File: src/rtl/byte_serializer.sv
// Framed serializer: start bit, WIDTH data bits LSB-first, optional even parity, stop bit.
// Define BYTE_SERIALIZER_PARITY_EN to insert the parity bit between data and stop.
module byte_serializer #(
  parameter int WIDTH = 8,
  parameter int DIV   = 4
) (
  input  logic             clk,
  input  logic             reset,
  input  logic [WIDTH-1:0] din,
  input  logic             din_valid,
  output logic             din_ready,
  output logic             sout,
  output logic             busy,
  output logic             frame_done
);

  localparam int BIT_W = (WIDTH > 1) ? $clog2(WIDTH) : 1;
  localparam int DIV_W = (DIV > 1) ? $clog2(DIV) : 1;
  localparam logic [BIT_W-1:0] BIT_LAST = BIT_W'(WIDTH - 1);
  localparam logic [DIV_W-1:0] DIV_LAST = DIV_W'(DIV - 1);

  typedef enum logic [2:0] {
    IDLE,
    START,
    DATA,
`ifdef BYTE_SERIALIZER_PARITY_EN
    PARITY,
`endif
    STOP
  } state_t;

  state_t           state_q;
  logic [WIDTH-1:0] shift_q;
  logic [BIT_W-1:0] bit_q;
  logic [DIV_W-1:0] div_q;
  logic             sout_q;
  logic             busy_q;
  logic             ready_q;
  logic             done_q;
  logic             div_wrap;
`ifdef BYTE_SERIALIZER_PARITY_EN
  logic             par_q;
`endif

  assign div_wrap   = (div_q == DIV_LAST);
  assign din_ready  = ready_q;
  assign sout       = sout_q;
  assign busy       = busy_q;
  assign frame_done = done_q;

  always_ff @(posedge clk) begin
    if (!reset) begin
      state_q <= IDLE;
      shift_q <= '0;
      bit_q   <= '0;
      div_q   <= '0;
      sout_q  <= 1'b1;
      busy_q  <= 1'b0;
      ready_q <= 1'b1;
      done_q  <= 1'b0;
`ifdef BYTE_SERIALIZER_PARITY_EN
      par_q   <= 1'b0;
`endif
    end else begin
      done_q <= 1'b0;
      if (state_q != IDLE) begin
        div_q <= div_wrap ? '0 : div_q + 1'b1;
      end
      case (state_q)
        IDLE: begin
          if (din_valid && ready_q) begin
            shift_q <= din;
            div_q   <= '0;
            bit_q   <= '0;
            state_q <= START;
            sout_q  <= 1'b0;
            busy_q  <= 1'b1;
            ready_q <= 1'b0;
`ifdef BYTE_SERIALIZER_PARITY_EN
            par_q   <= ^din;
`endif
          end
        end
        START: begin
          if (div_wrap) begin
            state_q <= DATA;
            sout_q  <= shift_q[0];
            shift_q <= shift_q >> 1;
          end
        end
        DATA: begin
          if (div_wrap) begin
            if (bit_q == BIT_LAST) begin
`ifdef BYTE_SERIALIZER_PARITY_EN
              state_q <= PARITY;
              sout_q  <= par_q;
`else
              state_q <= STOP;
              sout_q  <= 1'b1;
`endif
            end else begin
              bit_q   <= bit_q + 1'b1;
              sout_q  <= shift_q[0];
              shift_q <= shift_q >> 1;
            end
          end
        end
`ifdef BYTE_SERIALIZER_PARITY_EN
        PARITY: begin
          if (div_wrap) begin
            state_q <= STOP;
            sout_q  <= 1'b1;
          end
        end
`endif
        STOP: begin
          // Returning to IDLE re-opens the handshake in the same cycle frame_done is seen.
          if (div_wrap) begin
            state_q <= IDLE;
            sout_q  <= 1'b1;
            busy_q  <= 1'b0;
            ready_q <= 1'b1;
            done_q  <= 1'b1;
          end
        end
        default: begin
          state_q <= IDLE;
          sout_q  <= 1'b1;
          busy_q  <= 1'b0;
          ready_q <= 1'b1;
        end
      endcase
    end
  end

endmodule
File: config.mk
export PLATFORM = sky130hd
export DESIGN_NAME = byte_serializer
export DESIGN_NICKNAME = d
export VERILOG_FILES = /design/src/rtl/byte_serializer.sv
export SDC_FILE = /design/constraint.sdc
export NUM_CORES = 1
export LEC_CHECK = 0
export ABC_AREA = 1
export ABC_CLOCK_PERIOD_IN_PS = 3800
export CAP_MARGIN = 40
export CORE_MARGIN = 2
export CORE_UTILIZATION = 35
export DETAILED_ROUTE_END_ITERATION = 8
export PLACE_DENSITY = 0.56
export SYNTH_ARGS = -nofsm -noshare
export SYNTH_HDL_FRONTEND = slang
export SYNTH_SLANG_ARGS = --single-unit
export TNS_END_PERCENT = 5
File: constraint.sdc
create_clock -name clk -period 3.8 [get_ports clk]
set_clock_uncertainty 0.2 [all_clocks]
set_input_delay 0.38 -clock clk [delete_from_list [all_inputs] [get_ports clk]]
set_output_delay 0.38 -clock clk [all_outputs]
set_load 0.02 [all_outputs]
==> run summary <==
### Status
- outcome: finished, final reports clean

### Critical path
- sort of element at the start of the critical path: flop
- type of destination of the critical path: flop
- most frequent CP cell: sky130_fd_sc_hd__nand2_1
- type of the worst setup path: reg2reg
- critical path data arrival time: 1.88 ns
- largest fanout of any net on the critical path: 16
- critical path cell sequence: inv_1, ha_1, nand2_1, nand3b_2, nor2_4, nand2_1, nand2_1, nor2_1
- CP max stage cell: sky130_fd_sc_hd__dfxtp_1
- required time at the worst-slack endpoint: 3.81 ns
- largest stage delay on the critical path: 0.41 ns

### STA
- post-route worst setup slack: 1.93 ns
- number of pins exceeding their max-slew limit in the final report: 0
- total setup violations reported at the end of the flow: 0
- summed negative setup slack over all endpoints: 0 ns
- slew at the pin closest to its max-slew limit: 0.550 ns
- tightest slew margin relative to the limit: 63.2%
- maximum clock frequency: 0.536 GHz
- setup repair after global routing missed its margin: no
- number of hold-slack violations in the final timing report: 0
- crit share post-route: 49.1%
- final period demand of the worst path: 1.87 ns

### Clock network
- H-Tree Depth: 1
- Clock Path Buffers: 2
- number of buffers inserted to repair setup after CTS: 0
- number of buffers inserted by hold repair at cts: 0
- CTS tree: done
- buffer cell driving the clock tree root: sky130_fd_sc_hd__clkbuf_4
- post-CTS sizing: 0
- Clk Latency, worst-skew pair: 0.30 ns
- clk sinks: 19
- TritonCTS buffer count: 3
- clock transition time at the flip-flop clock pins of the worst setup and hold paths: 0.11 ns

### Global routing
- via count of the first global-routing pass: 771
- global route total overflow: 0
- number of antenna violations at the first check in global routing: 0
- largest net degree at the start of global routing: 17
- total routing usage reported by global routing: 12.9%
- global-route wire length before repair: 3420 µm

### Routing
- drt first pass iters: 4
- wire length per cell after detailed routing: 10.9 µm
- DRT antenna net count: 0
- iteration-0 DRC count of the detailed router: 13
- Vias per Instance: 4.72
- total detailed-routing wirelength: 2000 µm
- vias: 864
- DRC errors left: 0

### Cells and area
- commonest non-fill, non-tap cell in the layout: sky130_fd_sc_hd__nand2_1
- post-layout instance area: 1210 µm²
- count of non-filler cells in the finished layout: 183
- number of nets in the final layout: 173
- Synth-to-Final Area Change: 16.8%
- number of inserted diodes: 0
- utilization of the core after routing: 43.5%
- commonest non-fill, non-tap cells in the layout: sky130_fd_sc_hd__nand2_1 (37), sky130_fd_sc_hd__nor2_1 (23), sky130_fd_sc_hd__dfxtp_1 (19), sky130_fd_sc_hd__clkdlybuf4s50_1 (14), sky130_fd_sc_hd__inv_1 (11)
- share of layout cells above drive strength 1: 5.26%

### Floorplan
- starting density of the core: 37.3%
- placeable core region: 2780 µm²
- num ports: 15
- die area: 3420 µm²
- number of cell rows: 19
- die width: 58.4 µm
- die extent in y: 58.4 µm

### Logic synthesis
- area of the mapped netlist: 1040 µm²
- synthesis warning total: 0
- sequential fraction of the synthesis area: 36.7%
- number of nets in the synthesized netlist: 158
- average instance area after synthesis: 7.52 µm²
- #FFs+latches synth: 19
- number of distinct library cells after synthesis: 19
- Syn Inst Count: 138

### Power
- Power Density: 902 nW/µm²
- VDD IR-drop max: 0.538 mV
- static leakage power: 0.000578 µW

### Placement
- HPWL after detailed placement: 1500 µm
- routability congestion estimate from global placement: 0.817
- placed insts: 179
- Post-DP Area: 1180 µm²
- worst slack after detailed placement: 1.81 ns
- PortBufs: 14

### Worst hold path
- HP Class: reg2reg

### Run
- maxcap violations: 0

## flip-flops by register name (all words and copies together), names as in the netlist
register / flops
shift_q: 8
bit_q: 3
div_q: 2
state_q: 2
busy: 1
din_ready: 1
frame_done: 1
sout: 1
## power by group
group	internal (µW)	switching [µW]	total, µW
clock network	40.9	64.4	105
logic	261	397	657
registers	280	49.8	330
total	582	511	1090
## cell usage after synthesis
cell                        n  share of area (%)
sky130_fd_sc_hd__buf_2      1               0.48
sky130_fd_sc_hd__ha_1       9                 11
sky130_fd_sc_hd__nand3b_2   1                1.1
sky130_fd_sc_hd__nand3_1    7                3.4
sky130_fd_sc_hd__dfxtp_1   19                 37
sky130_fd_sc_hd__nor2_4     1                1.1
sky130_fd_sc_hd__o21ai_0    6                2.9
sky130_fd_sc_hd__inv_1     11                4.0
sky130_fd_sc_hd__nor2_1    23                8.3
sky130_fd_sc_hd__o211ai_1   1               0.72
sky130_fd_sc_hd__clkbuf_1   1               0.36
sky130_fd_sc_hd__or2_2      1               0.60
sky130_fd_sc_hd__buf_6      2                2.2
sky130_fd_sc_hd__mux2i_1    7                6.8
sky130_fd_sc_hd__o21a_1     1               0.72
sky130_fd_sc_hd__a21oi_1    4                1.9
sky130_fd_sc_hd__nand4_1    4                2.4
sky130_fd_sc_hd__nand2_1   37                 13
sky130_fd_sc_hd__nand2_4    2                2.2
## per-stage QoR
stage,hold slack (ns),total power [µW]
floorplan,0.245,881
detailed placement,0.261,990
CTS,0.279,1100
global route,0.290,1200
global placement,0.258,981
finish,0.276,1090
## cells by family (layout without fill, tap and decap cells)
| group | after synthesis | in the layout | synth area share (%) |
|---|---|---|---|
| AO/OA/AOI/OAI | 12 | 12 | 6.27 |
| adder cells (fa/ha/maj) | 9 | 9 | 10.9 |
| buffers and inverters | 15 | 29 | 7.00 |
| flip-flops | 19 | 19 | 36.7 |
| multiplexers | 7 | 7 | 6.76 |
| AND/OR/NAND/NOR | 76 | 76 | 32.4 |
## routing by layer
| metal | up-vias | global-route usage (%) | part of all wire (%) |
|---|---|---|---|
| met5 | - | 0 | 0 |
| met4 | 0 | 1.99 | 0.40 |
| met3 | 2 | 4.62 | 3.3 |
| met2 | 11 | 20.9 | 47 |
| met1 | 382 | 16.8 | 50 |
| li1 | 469 | - | - |
## layout make-up
class                           instances  area [µm²]
Tap cell                               31        38.8
Timing Repair Buffer                   14         140
Fill cell                             302        1570
Sequential cell                        19         380
Inverter                               11        41.3
Multi-Input combinational cell        104         584
Clock buffer                            4        26.3
## worst max-delay path: cells and delay by family, from the launching register on
kind,cells,cell delay (ns)
DFF,1,0.41
adders and majority gates,1,0.32
and+or+nand+nor,6,0.75
buffers and inverters,1,0.10
## final timing paths
| path | startpoint | end | cells after the start | slack (ns) |
|---|---|---|---|---|
| worst max-delay path | state_q[0] | shift_q[2] | 8 | 1.93 |
| worst min-delay path | bit_q[1] | bit_q[1] | 2 | 0.28 |
| worst max register to register | state_q[0] | shift_q[2] | 8 | 1.93 |
| worst min register to register | bit_q[1] | bit_q[1] | 2 | 0.28 |
(Power assumes the default switching activity.)
